$ cat config.mk
export PLATFORM = sky130hd
export DESIGN_NAME = dc_vga_output_stage
export DESIGN_NICKNAME = d
export VERILOG_FILES = /design/src/rtl/dc_vga_pkg.sv /design/src/rtl/dc_vga_axis_counter.sv /design/src/rtl/dc_vga_output_stage.sv
export SDC_FILE = /design/constraint.sdc
export NUM_CORES = 1
export LEC_CHECK = 0
export CORE_ASPECT_RATIO = 2
export CORE_MARGIN = 2
export CORE_UTILIZATION = 28
export CTS_CLUSTER_DIAMETER = 120
export DETAILED_ROUTE_END_ITERATION = 12
export PLACE_DENSITY_LB_ADDON = 0.1
export SETUP_SLACK_MARGIN = 0.02
export SLEW_MARGIN = 10
export SYNTH_ARGS = -nofsm -noshare
export SYNTH_HDL_FRONTEND = slang
export SYNTH_SLANG_ARGS = --single-unit
$ cat constraint.sdc
create_clock -name clk -period 2.2 [get_ports clk]
set_clock_uncertainty 0.1 [all_clocks]
set_input_delay 0.66 -clock clk [delete_from_list [all_inputs] [get_ports clk]]
set_output_delay 0.66 -clock clk [all_outputs]
set_load 0.05 [all_outputs]
$ cat src/rtl/dc_vga_pkg.sv
// Shared types and constants for the VGA output stage: region encoding,
// pixel packing and the test-pattern bar colour mapping.
package dc_vga_pkg;

    typedef enum logic [1:0] {
        ACTIVE      = 2'd0,
        FRONT_PORCH = 2'd1,
        SYNC        = 2'd2,
        BACK_PORCH  = 2'd3
    } region_e;

    typedef struct packed {
        logic [7:0] r;
        logic [7:0] g;
        logic [7:0] b;
    } rgb_t;

    // Bar index bit that drives each channel full-on / full-off.
    localparam int BAR_R_BIT = 2;
    localparam int BAR_G_BIT = 1;
    localparam int BAR_B_BIT = 0;
    localparam int NUM_BARS  = 8;

endpackage

$ cat src/rtl/dc_vga_axis_counter.sv
// One timing axis: wrapping counter over active/front porch/sync/back porch with region decode.
// Latency: count registered, region and wrap combinational from the current count.
// Backpressure: none; advances only on step, wrap flags the last step of a period.
module dc_vga_axis_counter
    import dc_vga_pkg::*;
#(
    parameter int ACTIVE_LEN = 640,
    parameter int FRONT_LEN  = 8,
    parameter int SYNC_LEN   = 96,
    parameter int BACK_LEN   = 40,
    parameter int CNT_WIDTH  = 12
) (
    input  logic                 clk,
    input  logic                 nrst,
    input  logic                 step,
    output logic [CNT_WIDTH-1:0] cnt,
    output logic                 wrap,
    output region_e              region
);

    localparam int TOTAL = ACTIVE_LEN + FRONT_LEN + SYNC_LEN + BACK_LEN;
    localparam logic [CNT_WIDTH-1:0] LAST       = CNT_WIDTH'(TOTAL - 1);
    localparam logic [CNT_WIDTH-1:0] FP_START   = CNT_WIDTH'(ACTIVE_LEN);
    localparam logic [CNT_WIDTH-1:0] SYNC_START = CNT_WIDTH'(ACTIVE_LEN + FRONT_LEN);
    localparam logic [CNT_WIDTH-1:0] BP_START   = CNT_WIDTH'(ACTIVE_LEN + FRONT_LEN + SYNC_LEN);

    assign wrap = step && (cnt == LAST);

    always_ff @(posedge clk) begin
        if (!nrst) begin
            cnt <= '0;
        end else if (step) begin
            cnt <= (cnt == LAST) ? '0 : cnt + 1'b1;
        end
    end

    always_comb begin
        region = ACTIVE;
        if (cnt >= BP_START) begin
            region = BACK_PORCH;
        end else if (cnt >= SYNC_START) begin
            region = SYNC;
        end else if (cnt >= FP_START) begin
            region = FRONT_PORCH;
        end
    end

endmodule

$ cat src/rtl/dc_vga_output_stage.sv
// VGA timing + pixel output stage; DC_VGA_TEST_PATTERN_EN adds an 8-bar colour test pattern.
// Latency: colours and syncs registered 1 cycle after counter state; ready/blank/frame_start combinational.
// Backpressure: pixel_ready high only in the active region; a missing pixel there is an underrun.
module dc_vga_output_stage
    import dc_vga_pkg::*;
#(
    parameter int H_ACTIVE             = 640,
    parameter int H_FRONT_PORCH        = 8,
    parameter int H_SYNC_PULSE         = 96,
    parameter int H_BACK_PORCH         = 40,
    parameter int V_ACTIVE             = 480,
    parameter int V_FRONT_PORCH        = 2,
    parameter int V_SYNC_PULSE         = 2,
    parameter int V_BACK_PORCH         = 25,
    parameter bit HS_ACTIVE_HIGH       = 1'b0,
    parameter bit VS_ACTIVE_HIGH       = 1'b0,
    parameter int BITS_PER_PIXEL       = 24,
    parameter int OUT_BITS_PER_CHANNEL = 4,
    parameter int CNT_WIDTH            = 12,
    parameter int UNDERRUN_CNT_WIDTH   = 16
) (
    input  logic                            clk,
    input  logic                            nrst,
    input  logic                            en,
    input  logic                            sw_test_en,
    input  logic                            pixel_valid,
    output logic                            pixel_ready,
    input  logic [BITS_PER_PIXEL-1:0]       pixel_data,
    output logic                            h_blank,
    output logic                            v_blank,
    output logic                            frame_start,
    output logic                            frame_underrun,
    output logic [UNDERRUN_CNT_WIDTH-1:0]   underrun_count,
    output logic                            o_hs,
    output logic                            o_vs,
    output logic [OUT_BITS_PER_CHANNEL-1:0] o_r,
    output logic [OUT_BITS_PER_CHANNEL-1:0] o_g,
    output logic [OUT_BITS_PER_CHANNEL-1:0] o_b
);

    localparam int CH_W  = BITS_PER_PIXEL / 3;
    localparam int OUT_W = OUT_BITS_PER_CHANNEL;

    logic [CNT_WIDTH-1:0] h_cnt;
    logic [CNT_WIDTH-1:0] v_cnt;
    region_e              h_region;
    region_e              v_region;
    logic                 h_wrap;
    logic                 v_wrap_unused;
    logic                 active_area;
    logic                 test_active;
    logic                 accept;
    logic                 underrun;
    logic [OUT_W-1:0]     pix_r, pix_g, pix_b;
    logic [OUT_W-1:0]     bar_r, bar_g, bar_b;
    logic                 unused_pixel_bits;

    dc_vga_axis_counter #(
        .ACTIVE_LEN (H_ACTIVE),
        .FRONT_LEN  (H_FRONT_PORCH),
        .SYNC_LEN   (H_SYNC_PULSE),
        .BACK_LEN   (H_BACK_PORCH),
        .CNT_WIDTH  (CNT_WIDTH)
    ) u_h_axis (
        .clk    (clk),
        .nrst   (nrst),
        .step   (en),
        .cnt    (h_cnt),
        .wrap   (h_wrap),
        .region (h_region)
    );

    dc_vga_axis_counter #(
        .ACTIVE_LEN (V_ACTIVE),
        .FRONT_LEN  (V_FRONT_PORCH),
        .SYNC_LEN   (V_SYNC_PULSE),
        .BACK_LEN   (V_BACK_PORCH),
        .CNT_WIDTH  (CNT_WIDTH)
    ) u_v_axis (
        .clk    (clk),
        .nrst   (nrst),
        .step   (h_wrap),
        .cnt    (v_cnt),
        .wrap   (v_wrap_unused),
        .region (v_region)
    );

    assign h_blank     = (h_region != ACTIVE);
    assign v_blank     = (v_region != ACTIVE);
    assign active_area = !h_blank && !v_blank;
    assign pixel_ready = nrst && en && active_area && !test_active;
    assign accept      = pixel_valid && pixel_ready;
    assign underrun    = pixel_ready && !pixel_valid;
    assign frame_start = nrst && en && (h_cnt == '0) && (v_cnt == '0);

    // Only the top bits of each channel reach the pins.
    assign pix_r = pixel_data[BITS_PER_PIXEL-1 -: OUT_W];
    assign pix_g = pixel_data[2*CH_W-1 -: OUT_W];
    assign pix_b = pixel_data[CH_W-1 -: OUT_W];
    assign unused_pixel_bits = ^pixel_data;

`ifdef DC_VGA_TEST_PATTERN_EN
    localparam int BAR_W = H_ACTIVE / NUM_BARS;

    logic [CNT_WIDTH-1:0] bar_sub;
    logic [2:0]           bar_idx;

    assign test_active = sw_test_en;

    // Bar position tracks h_cnt / BAR_W by counting, restarting each blanking interval.
    always_ff @(posedge clk) begin
        if (!nrst) begin
            bar_sub <= '0;
            bar_idx <= '0;
        end else if (en) begin
            if (h_blank) begin
                bar_sub <= '0;
                bar_idx <= '0;
            end else if (bar_sub == CNT_WIDTH'(BAR_W - 1)) begin
                bar_sub <= '0;
                bar_idx <= bar_idx + 1'b1;
            end else begin
                bar_sub <= bar_sub + 1'b1;
            end
        end
    end

    assign bar_r = {OUT_W{bar_idx[BAR_R_BIT]}};
    assign bar_g = {OUT_W{bar_idx[BAR_G_BIT]}};
    assign bar_b = {OUT_W{bar_idx[BAR_B_BIT]}};
`else
    logic unused_sw_test_en;

    assign test_active       = 1'b0;
    assign unused_sw_test_en = sw_test_en;
    assign bar_r             = '0;
    assign bar_g             = '0;
    assign bar_b             = '0;
`endif

    always_ff @(posedge clk) begin
        if (!nrst) begin
            o_r            <= '0;
            o_g            <= '0;
            o_b            <= '0;
            o_hs           <= !HS_ACTIVE_HIGH;
            o_vs           <= !VS_ACTIVE_HIGH;
            frame_underrun <= 1'b0;
            underrun_count <= '0;
        end else if (en) begin
            if (accept) begin
                o_r <= pix_r;
                o_g <= pix_g;
                o_b <= pix_b;
            end else if (test_active && active_area) begin
                o_r <= bar_r;
                o_g <= bar_g;
                o_b <= bar_b;
            end else begin
                o_r <= '0;
                o_g <= '0;
                o_b <= '0;
            end
            o_hs <= (h_region == SYNC) ? HS_ACTIVE_HIGH : !HS_ACTIVE_HIGH;
            o_vs <= (v_region == SYNC) ? VS_ACTIVE_HIGH : !VS_ACTIVE_HIGH;
            // An underrun on the frame's first pixel keeps the flag for the new frame.
            if (underrun) begin
                frame_underrun <= 1'b1;
            end else if (frame_start) begin
                frame_underrun <= 1'b0;
            end
            if (underrun && (underrun_count != '1)) begin
                underrun_count <= underrun_count + 1'b1;
            end
        end
    end

endmodule

==> flow_summary_export.csv, run 1 <==
group,metric,value,unit
grt,grt_pass1_vias,2317,
worst_setup_path,critPathMaxFanout,2,
placed_design,place_congestion,0.726,
cells_and_area,layout_common_cells,"buf_4, dfxtp_1, nor2_1",
timing,hold_viol_final,0,
cells_and_area,antennaDiodeCount,0,
worst_setup_path,rrSetupSlack,0.12,ns
routing,drt_iter0_markers,89,
grt,grt_use_met1,15.4,%
cells_and_area,nFillCells,904,
run_status,status,"finished with violations",
grt,grt_max_degree,20,
die,die_area,9760,um2
routing,drt_wl_total,6870,um
timing,relSlewSlack,74.1,%
yosys,yosys_warnings,0,
die,coreArea,8650,um2
power_and_ir_drop,p_sw_share,23.8,%
power_and_ir_drop,clockPowerShare,43.4,%
timing,tightest_slew,0.385,ns
clocking,clockBufferDepth,2,
yosys,synth_cells,279,
yosys,synth.top_cell.area_share,44.0,%
timing,rsz0062_at_grt,"yes",
die,rows,48,
clocking,clockRootBuffer,"clkbuf_16",
yosys,avgSynthCellArea,8.97,um2
worst_hold_path,min_from,"underrun_count[1]$_SDFFE_PN0P_",
placed_design,dp_hpwl,5220,um
worst_setup_path,cp.required,1.44,ns
run_status,violations,"setup timing",
die,die_h,138,um
timing,period_minus_slack,2.42,ns
grt,use_met2,28.3,%
timing,finalCritPeriodShare,110,%
grt,gr-usage-met3,2.41,%
power_and_ir_drop,vdd_drop_max,302,uV
worst_setup_path,reg2reg_to,"u_v_axis.cnt[7]$_SDFFE_PN0P_",
yosys,ys_types,38,
job,maxCapViolations,0,
clocking,htree_num_levels,2,
worst_setup_path,critPathLaunchType,"input port",
grt,grt_usage,14.9,%
yosys,synth_top_flop_cell,"dfxtp_1",
die,io_pins,64,
routing,drc,0,
power_and_ir_drop,p_leak,1.57,nW
clocking,cts_buffers,5,
placed_design,portBuffers,50,
yosys,synth-edff-count,0,
power_and_ir_drop,power_density,591,nW/um2
power_and_ir_drop,p_comb_share,9.5,%
cells_and_area,mostFrequentLayoutCell,"buf_4",
routing,routed_via_density,4.88,
yosys,synth-seq-area-share,44.0,%
timing,setup_ws,-0.219,ns
worst_setup_path,worst_setup_path_end_kind,"output port",
clocking,cts_sinks,55,
grt,grt_pass1_wl,11300,um
grt,antenna_found_initial,0,
worst_setup_path,reg2regPathDepth,6,
yosys,ys_ff_latch,55,
placed_design,placed_cells,462,
timing,setup_violations,2,
cells_and_area,fin_cells,472,
routing,vias,2304,
yosys,yosys.area.top_type,"dfxtp_1",
timing,fmax,0.413,GHz
die,die_x,70.8,um
clocking,path_clk_slew,0.08,ns
yosys,syn_nets,313,
power_and_ir_drop,seqPwrFrac,47.1,%
power_and_ir_drop,internal_power,1.65,mW
worst_setup_path,crit_start,"en",
cells_and_area,syn2layout_area_growth,46.3,%
yosys,synthArstFlopShare,0,%
yosys,synthesis.area,2500,um2
cells_and_area,drive_above_1_share,30.4,%
worst_hold_path,holdCritPathClass,"register to register",
worst_setup_path,rr_startpoint,"u_h_axis.cnt[6]$_SDFFE_PN0P_",
cells_and_area,post-route-util,42.3,%
routing,drt-pass1-iter-count,5,
routing,drtAntennaViolNets,0,
clocking,cts_tree,"built",
grt,gr-total-overflow,0,
clocking,clock_latency,0.30,ns
routing,wl_per_cell,14.5,um
worst_setup_path,crit_end,"frame_start",
power_and_ir_drop,power.switching,0.516,mW
yosys,ys_top_cells_by_area,"dfxtp_1, xor2_1, nor2_1",
cells_and_area,final_nets,405,
timing,finalMaxSlewViolations,0,
worst_setup_path,crit_type,"input port to output port",
worst_setup_path,cp_data_arrival_time,1.66,ns
grt,grt.busiest_layer,"met2",
die,initial_core_util,28.9,%
-- cell usage after synthesis, types with 2 or more instances --
| cell | number |
|---|---|
| a21oi_1 | 6 |
| a22o_1 | 12 |
| and2_1 | 2 |
| and3_1 | 7 |
| and4_1 | 3 |
| and4b_1 | 2 |
| buf_2 | 2 |
| clkbuf_1 | 7 |
| dfxtp_1 | 55 |
| ha_1 | 5 |
| inv_1 | 7 |
| mux2i_1 | 9 |
| nand2_1 | 29 |
| nand2b_1 | 8 |
| nand3_1 | 10 |
| nand4_1 | 19 |
| nor2_1 | 34 |
| nor2b_1 | 2 |
| nor3_1 | 4 |
| nor4_1 | 4 |
| o21ai_0 | 8 |
| or3_1 | 5 |
| xnor2_1 | 9 |
| xor2_1 | 16 |
-- metrics by stage --
| stage | cell area (um2) | TNS, ns | setup WS (ns) | hold slack [ns] | power [mW] |
|---|---|---|---|---|---|
| after global routing | 3660 | -0.437 | -0.342 | 0.399 | 2.26 |
| after CTS | 3610 | -0.372 | -0.293 | 0.384 | 2.21 |
| after detailed placement | 3400 | -23.10 | -0.620 | 0.365 | 1.25 |
| final | 3660 | -0.257 | -0.219 | 0.380 | 2.16 |
| after global placement | 3400 | -23.33 | -0.642 | 0.364 | 1.25 |
| after floorplan | 2530 | -0.888 | -0.366 | 0.377 | 1.15 |
-- worst max-delay path, stage by stage --
cell	delay [ns]
buf_6	0.07
nor4b_4	0.20
nand4_1	0.18
nor4_4	0.37
buf_12	0.18
-- timing repair --
item / CTS / global route
resized for setup: 16 / 17
setup endpoints to repair: 53 / 7
hold buffers: 0 / 0
setup buffers: 2 / 1
pin swaps: 5 / 7
-- power by group through the flow --
| stage | clock, mW | combinational, mW | sequential [mW] |
|---|---|---|---|
| after global routing | 1.02 | 0.222 | 1.02 |
| after CTS | 0.979 | 0.209 | 1.02 |
| final | 0.939 | 0.206 | 1.02 |
| after floorplan | 0 | 0.0711 | 1.08 |
| after global placement | 0 | 0.202 | 1.04 |
| after detailed placement | 0 | 0.204 | 1.04 |
-- worst min-delay path by stage --
stage / to / slack (ns) / cells past startpoint
floorplan: u_v_axis.cnt[7]$_SDFFE_PN0P_ / 0.38 / 2
global placement: o_g[3]$_SDFFE_PN0P_ / 0.36 / 1
detailed placement: o_b[2]$_SDFFE_PN0P_ / 0.36 / 1
CTS: underrun_count[1]$_SDFFE_PN0P_ / 0.38 / 2
global route: underrun_count[1]$_SDFFE_PN0P_ / 0.40 / 2
finish: underrun_count[1]$_SDFFE_PN0P_ / 0.38 / 2
-- sequential cells by signal, summed over array words and instances, names as in the netlist --
register	flops
u_h_axis.cnt	12
underrun_count	16
o_b	4
o_g	4
o_r	4
o_vs	1
frame_underrun	1
u_v_axis.cnt	12
o_hs	1
-- cell type report --
| class | count | area (um2) | share of cell area [%] |
|---|---|---|---|
| multi-input combinational | 207 | 1400 | 38.3 |
| clock buffer | 5 | 125 | 3.42 |
| tap | 100 | 125 | 3.42 |
| clock inverter | 3 | 47.5 | 1.30 |
| timing repair buffer | 95 | 816 | 22.3 |
| inverter | 7 | 26.3 | 0.718 |
| sequential | 55 | 1120 | 30.5 |
-- routing by layer --
layer	wire, um	up-vias
met3	212	8
met1	2670	1090
met4	161	0
met2	3820	38
li1	-	1168
met5	0	-
-- cells by family (layout without fill, tap and decap cells) --
family,Yosys count,count (layout),synth area share [%]
mux,9,9,3.60
fa+ha+maj,5,5,2.50
xor+xnor,25,25,8.75
simple gates,138,138,29.9
buf+inv,17,110,2.80
flops,55,55,44.0
compound gates,30,30,8.45
(Power assumes the default switching activity.)
==> run 2: changes to the inputs <==
--- a/config.mk
+++ b/config.mk
@@ -5,9 +5,11 @@
 export SDC_FILE = /design/constraint.sdc
 export NUM_CORES = 1
 export LEC_CHECK = 0
+export CELL_PAD_IN_SITES_DETAIL_PLACEMENT = 0
+export CELL_PAD_IN_SITES_GLOBAL_PLACEMENT = 2
 export CORE_ASPECT_RATIO = 2
 export CORE_MARGIN = 2
-export CORE_UTILIZATION = 28
+export CORE_UTILIZATION = 26
 export CTS_CLUSTER_DIAMETER = 120
 export DETAILED_ROUTE_END_ITERATION = 12
 export PLACE_DENSITY_LB_ADDON = 0.1
==> run 2 against run 1 <==
  * The flow still finishes with violations (setup timing)
  * Fmax down 3.5%
  * Routed wire length up 12%
  * Total power down 5.9%
  * Via count up 1.2%
  * Non-clock buffer count up 12
  * Critical path type is now register to output port
  * Highest routed layer unchanged
==> flow_summary_export.csv, run 2 (synthesis gave the netlist of run 1 again) <==
group,metric,value,unit
timing,tightest_slew,0.451,ns
routing,drtAntennaViolNets,0,
worst_setup_path,reg2reg_to,"underrun_count[10]$_SDFFE_PN0P_",
routing,vias,2331,
worst_setup_path,rrSetupSlack,0.23,ns
power_and_ir_drop,p_leak,1.61,nW
worst_setup_path,reg2regPathDepth,7,
cells_and_area,stdcell_area,3720,um2
cells_and_area,layout_common_cells,"buf_4, dfxtp_1, nor2_1",
placed_design,place_ws,-0.628,ns
worst_setup_path,rr_startpoint,"u_v_axis.cnt[9]$_SDFFE_PN0P_",
die,rows,50,
placed_design,place_congestion,0.795,
timing,hold_viol_final,0,
worst_hold_path,holdCritPathClass,"register to register",
die,die_area,10500,um2
grt,grt_max_degree,19,
cells_and_area,drive_above_1_share,31.8,%
placed_design,portBuffers,50,
worst_setup_path,worst_setup_path_end_kind,"output port",
worst_setup_path,crit_type,"register to output port",
routing,routed_via_density,4.78,
worst_setup_path,cp_data_arrival_time,1.75,ns
routing,wl_per_cell,15.8,um
timing,rsz0062_at_grt,"yes",
die,die_h,143,um
clocking,clock_latency,0.29,ns
timing,finalMaxSlewViolations,0,
cells_and_area,syn2layout_area_growth,48.8,%
timing,finalCritPeriodShare,114,%
grt,grt_pass1_wl,12100,um
worst_hold_path,min_from,"o_b[1]$_SDFFE_PN0P_",
timing,relSlewSlack,69.6,%
routing,drt_wl_total,7720,um
cells_and_area,fin_cells,488,
die,initial_core_util,26.7,%
power_and_ir_drop,internal_power,1.53,mW
power_and_ir_drop,power.switching,0.503,mW
worst_hold_path,hold_end,"o_b[1]$_SDFFE_PN0P_",
die,die_x,73.4,um
power_and_ir_drop,total_power,2.04,mW
placed_design,placed_cells,477,
grt,antenna_found_initial,0,
worst_hold_path,hold_path_depth,1,
die,coreArea,9380,um2
placed_design,placed_cell_area,3500,um2
timing,setup_ws,-0.307,ns
run_status,status,"finished with violations",
worst_setup_path,critPathMaxFanout,2,
power_and_ir_drop,p_sw_share,24.7,%
routing,drt-pass1-iter-count,4,
timing,fmax,0.399,GHz
routing,drc,0,
clocking,htree_num_levels,2,
power_and_ir_drop,clockPowerShare,39.6,%
cells_and_area,largest_register_ffs,16,
cells_and_area,mostFrequentLayoutCell,"buf_4",
timing,setup_violations,2,
power_and_ir_drop,power_density,547,nW/um2
power_and_ir_drop,p_comb_share,10.3,%
cells_and_area,final_nets,417,
cells_and_area,top_regs,"underrun_count: 16 flops, u_h_axis.cnt: 12 flops, u_v_axis.cnt: 12 flops",
clocking,path_clk_slew,0.07,ns
clocking,cts_buffers,5,
run_status,violations,"setup timing",
grt,grt_usage,15.4,%
cells_and_area,post-route-util,39.7,%
grt,grt_pass1_vias,2333,
timing,tns,-0.353,ns
timing,hold_ws,0.382,ns
grt,gr-total-overflow,0,
job,maxCapViolations,0,
die,io_pins,64,
power_and_ir_drop,vdd_drop_max,376,uV
clocking,cts_tree,"built",
routing,drt_iter0_markers,42,
worst_setup_path,cp.required,1.44,ns
cells_and_area,antennaDiodeCount,0,
cells_and_area,largest_register,"underrun_count",
worst_setup_path,critPathLaunchType,"register",
clocking,cts_sinks,55,
timing,period_minus_slack,2.51,ns
clocking,clockBufferDepth,2,
clocking,clockRootBuffer,"clkbuf_16",
placed_design,dp_hpwl,6140,um
power_and_ir_drop,seqPwrFrac,50.1,%
run 2: changes by cell type in the layout (fill, tap and decap cells not counted), sizes merged:
cell,previous run,this run
clkbuf,6,5
clkinv,1,2
clkdlybuf4s15,0,1
bufinv,1,0
buf,81,93
clkinvlp,0,1
inv,8,7
run 2: timing repair:
item,in CTS,in global routing
endpoints found under the setup margin,55,18
gates resized for setup,21,4
buffers inserted,3,0
pin swaps,5,1
hold buffers,0,0
hold endpoints to repair,0,0
run 2: routing by layer:
layer	global-route usage [%]	part of all wire (%)
met1	15.0	35
met2	30.8	60
met3	2.12	2.5
met4	6.41	2.8
met5	0	0
run 2: final cells by class:
cell class | instances | area [um2]
Timing Repair Buffer | 107 | 921
Fill cell | 980 | 5660
Clock buffer | 5 | 125
Multi-Input combinational cell | 207 | 1380
Inverter | 7 | 26.3
Clock inverter | 3 | 25.0
Tap cell | 104 | 130
Sequential cell | 55 | 1110
run 2: worst max path at each step:
stage / startpoint / end / slack, ns
finish: u_h_axis.cnt[8]$_SDFFE_PN0P_ / frame_start / -0.31
global placement: en / frame_start / -0.60
global route: u_h_axis.cnt[8]$_SDFFE_PN0P_ / frame_start / -0.36
CTS: u_h_axis.cnt[5]$_SDFFE_PN0P_ / frame_start / -0.31
floorplan: en / frame_start / -0.37
detailed placement: en / frame_start / -0.63
run 2: power by group through the flow:
stage	sequential [mW]	combinational, mW	clock (mW)
6_report	1.02	0.209	0.807
5_1_grt	1.02	0.224	0.879
4_1_cts	1.02	0.213	0.853
3_5_place_dp	1.04	0.207	0
3_3_place_gp	1.04	0.205	0
2_1_floorplan	1.08	0.0711	0
run 2: critical path, cell delays in order, from the launching register on:
cell and delay (ns):
dfxtp_2 0.34, nor4_4 0.37, buf_4 0.18, nand4_1 0.13
nor4_4 0.25, buf_12 0.18
==> run 3: changes to the inputs <==
--- a/config.mk
+++ b/config.mk
@@ -9,7 +9,7 @@
 export CELL_PAD_IN_SITES_GLOBAL_PLACEMENT = 2
 export CORE_ASPECT_RATIO = 2
 export CORE_MARGIN = 2
-export CORE_UTILIZATION = 26
+export CORE_UTILIZATION = 29
 export CTS_CLUSTER_DIAMETER = 120
 export DETAILED_ROUTE_END_ITERATION = 12
 export PLACE_DENSITY_LB_ADDON = 0.1
==> constraint.sdc (replaced) <==
create_clock -name clk -period 2.6 [get_ports clk]
set_clock_uncertainty 0.1 [all_clocks]
set_input_delay 0.78 -clock clk [delete_from_list [all_inputs] [get_ports clk]]
set_output_delay 0.78 -clock clk [all_outputs]
set_load 0.05 [all_outputs]
==> run 3 against run 2 <==
  * The run still ends with setup timing left
  * Critical path depth did not move
  * Count of clock-buffer cells in the layout is 1 higher
  * First-iteration DRC count rose by 88%
  * Global-route usage is 0.40 points lower
  * Sequential share of layout area increased by 1.2 points
  * Sequential cell count stayed put
  * Largest cell class unchanged
  * Largest power group unchanged
  * Highest routed layer unchanged
==> flow_summary_export.csv, run 3 (synthesis gave the netlist of run 1 again) <==
group,metric,value,unit
run_status,status,"finished with violations",
run_status,violations,"setup timing",
power_and_ir_drop,p_sw_share,24.7,%
die,die_area,9430,um2
placed_design,portBuffers,50,
worst_hold_path,hold_end,"o_r[0]$_SDFFE_PN0P_",
timing,period_minus_slack,2.65,ns
timing,hold_ws,0.379,ns
power_and_ir_drop,total_power,1.75,mW
grt,grt_pass1_vias,2234,
cells_and_area,final_nets,390,
timing,fmax,0.377,GHz
power_and_ir_drop,internal_power,1.32,mW
power_and_ir_drop,clockPowerShare,41.0,%
timing,relSlewSlack,64.8,%
routing,drt_wl_total,6800,um
worst_setup_path,crit_family,"simple AND/OR/NAND/NOR gates",
routing,wl_per_cell,14.9,um
worst_setup_path,crit_cells,5,
worst_setup_path,critPathMaxFanout,2,
worst_setup_path,path_buf_inv,2,
worst_hold_path,holdCritPathClass,"register to register",
worst_setup_path,slowest_stage,"nor4_4",
worst_setup_path,critPathLaunchType,"input port",
worst_hold_path,min_from,"o_r[0]$_SDFFE_PN0P_",
routing,drt-pass1-iter-count,4,
worst_setup_path,rrSetupSlack,0.52,ns
job,maxCapViolations,0,
worst_hold_path,hold_path_depth,1,
power_and_ir_drop,seqPwrFrac,49.3,%
cells_and_area,drive_above_1_share,14.6,%
grt,grt_pass1_wl,11000,um
die,rows,48,
clocking,path_clk_slew,0.08,ns
cells_and_area,nFillCells,887,
routing,drc,0,
worst_setup_path,max_stage_delay,0.35,ns
timing,tightest_slew,0.527,ns
routing,drt_iter0_markers,79,
clocking,hold_buffers,0,
grt,antenna_found_initial,0,
clocking,clockRootBuffer,"clkbuf_16",
routing,vias,2219,
power_and_ir_drop,power_density,494,nW/um2
timing,finalCritPeriodShare,102,%
clocking,clock_latency,0.30,ns
power_and_ir_drop,p_leak,1.39,nW
routing,routed_via_density,4.86,
cells_and_area,antennaDiodeCount,0,
die,die_x,69.7,um
timing,setup_ws,-0.0540,ns
die,coreArea,8530,um2
placed_design,dp_hpwl,5180,um
worst_setup_path,reg2regPathDepth,6,
placed_design,place_congestion,0.750,
clocking,cts_sinks,55,
worst_setup_path,cp_data_arrival_time,1.77,ns
routing,drtAntennaViolNets,0,
grt,gr-total-overflow,0,
die,die_h,135,um
worst_setup_path,worst_setup_path_end_kind,"output port",
timing,setup_violations,1,
worst_setup_path,reg2reg_to,"u_v_axis.cnt[4]$_SDFFE_PN0P_",
grt,grt_usage,15.0,%
clocking,htree_num_levels,2,
power_and_ir_drop,power.switching,0.432,mW
timing,finalMaxSlewViolations,0,
clocking,cts_buffers,5,
grt,grt_max_degree,20,
cells_and_area,largest_register_ffs,16,
worst_setup_path,rr_startpoint,"u_h_axis.cnt[4]$_SDFFE_PN0P_",
timing,rsz0062_at_grt,"yes",
cells_and_area,layout_common_cells,"dfxtp_1, clkdlybuf4s50_1, nor2_1",
cells_and_area,mostFrequentLayoutCell,"dfxtp_1",
die,io_pins,64,
power_and_ir_drop,p_comb_share,9.7,%
worst_setup_path,cp.required,1.72,ns
clocking,cts_tree,"built",
worst_setup_path,path_cells,"buf_8 > nor4b_4 > nand4_1 > nor4_4 > buf_12",
die,initial_core_util,29.3,%
cells_and_area,largest_register,"underrun_count",
clocking,clockBufferDepth,2,
cells_and_area,top_regs,"underrun_count: 16 flops, u_h_axis.cnt: 12 flops, u_v_axis.cnt: 12 flops",
timing,hold_viol_final,0,
power_and_ir_drop,vdd_drop_max,307,uV
worst_setup_path,crit_type,"input port to output port",
cells_and_area,syn2layout_area_growth,41.7,%
## run 3: changes by cell type in the layout (fill, tap and decap cells not counted), sizes merged
cell and delta:
clkbuf +1, clkinv -1, dlymetal6s2s -1, clkdlybuf4s50 +32
buf -58
## run 3: routing by layer
layer  wire length (um)  share of wire (%)  vias up  global-route usage, %
li1                   -                  -     1140                      -
met2               3880                 57       31                   29.5
met1               2560                 38     1040                   14.8
met5                  0                  0        -                      0
met3                191                2.8        8                   2.60
met4                173                2.5        0                   7.37
## run 3: stage by stage
step | TNS (ns) | util (%) | setup slack (ns) | cell area (um2) | std cells
2_1_floorplan | -0.206 | - | -0.206 | 2520 | 279
3_3_place_gp | -11.99 | 39.5 | -0.558 | 3360 | 449
3_5_place_dp | -12.26 | 39.5 | -0.578 | 3360 | 449
4_1_cts | -0.123 | 41.6 | -0.123 | 3540 | 458
5_1_grt | -0.126 | 41.6 | -0.126 | 3540 | 457
6_report | -0.0540 | 41.6 | -0.0540 | 3540 | 457
## run 3: power by group through the flow
stage	combinational, mW	sequential, mW	clock, mW
after floorplan	0.0598	0.914	0
final	0.171	0.864	0.718
after detailed placement	0.172	0.883	0
after CTS	0.175	0.863	0.749
after global placement	0.172	0.883	0
after global routing	0.184	0.866	0.774
## run 3: worst max path at each step
stage / startpoint / endpoint / slack (ns)
2_1_floorplan: en / frame_start / -0.21
4_1_cts: en / frame_start / -0.12
3_3_place_gp: en / frame_start / -0.56
6_report: en / frame_start / -0.05
3_5_place_dp: en / frame_start / -0.58
5_1_grt: en / frame_start / -0.13
## run 3: area by class of cell
class,count,area [um2],share of cell area [%]
clock inverter,2,16.3,0.459
tap,100,125,3.53
timing repair buffer,80,771,21.7
sequential,55,1100,31.1
clock buffer,6,139,3.92
inverter,7,26.3,0.741
multi-input combinational,207,1370,38.5
## run 3: timing repair
action | in CTS | in global routing
cloned | 0 | 0
pin swaps | 3 | 3
buffers inserted | 1 | 0
endpoints found under the setup margin | 13 | 6
gates resized for setup | 12 | 3
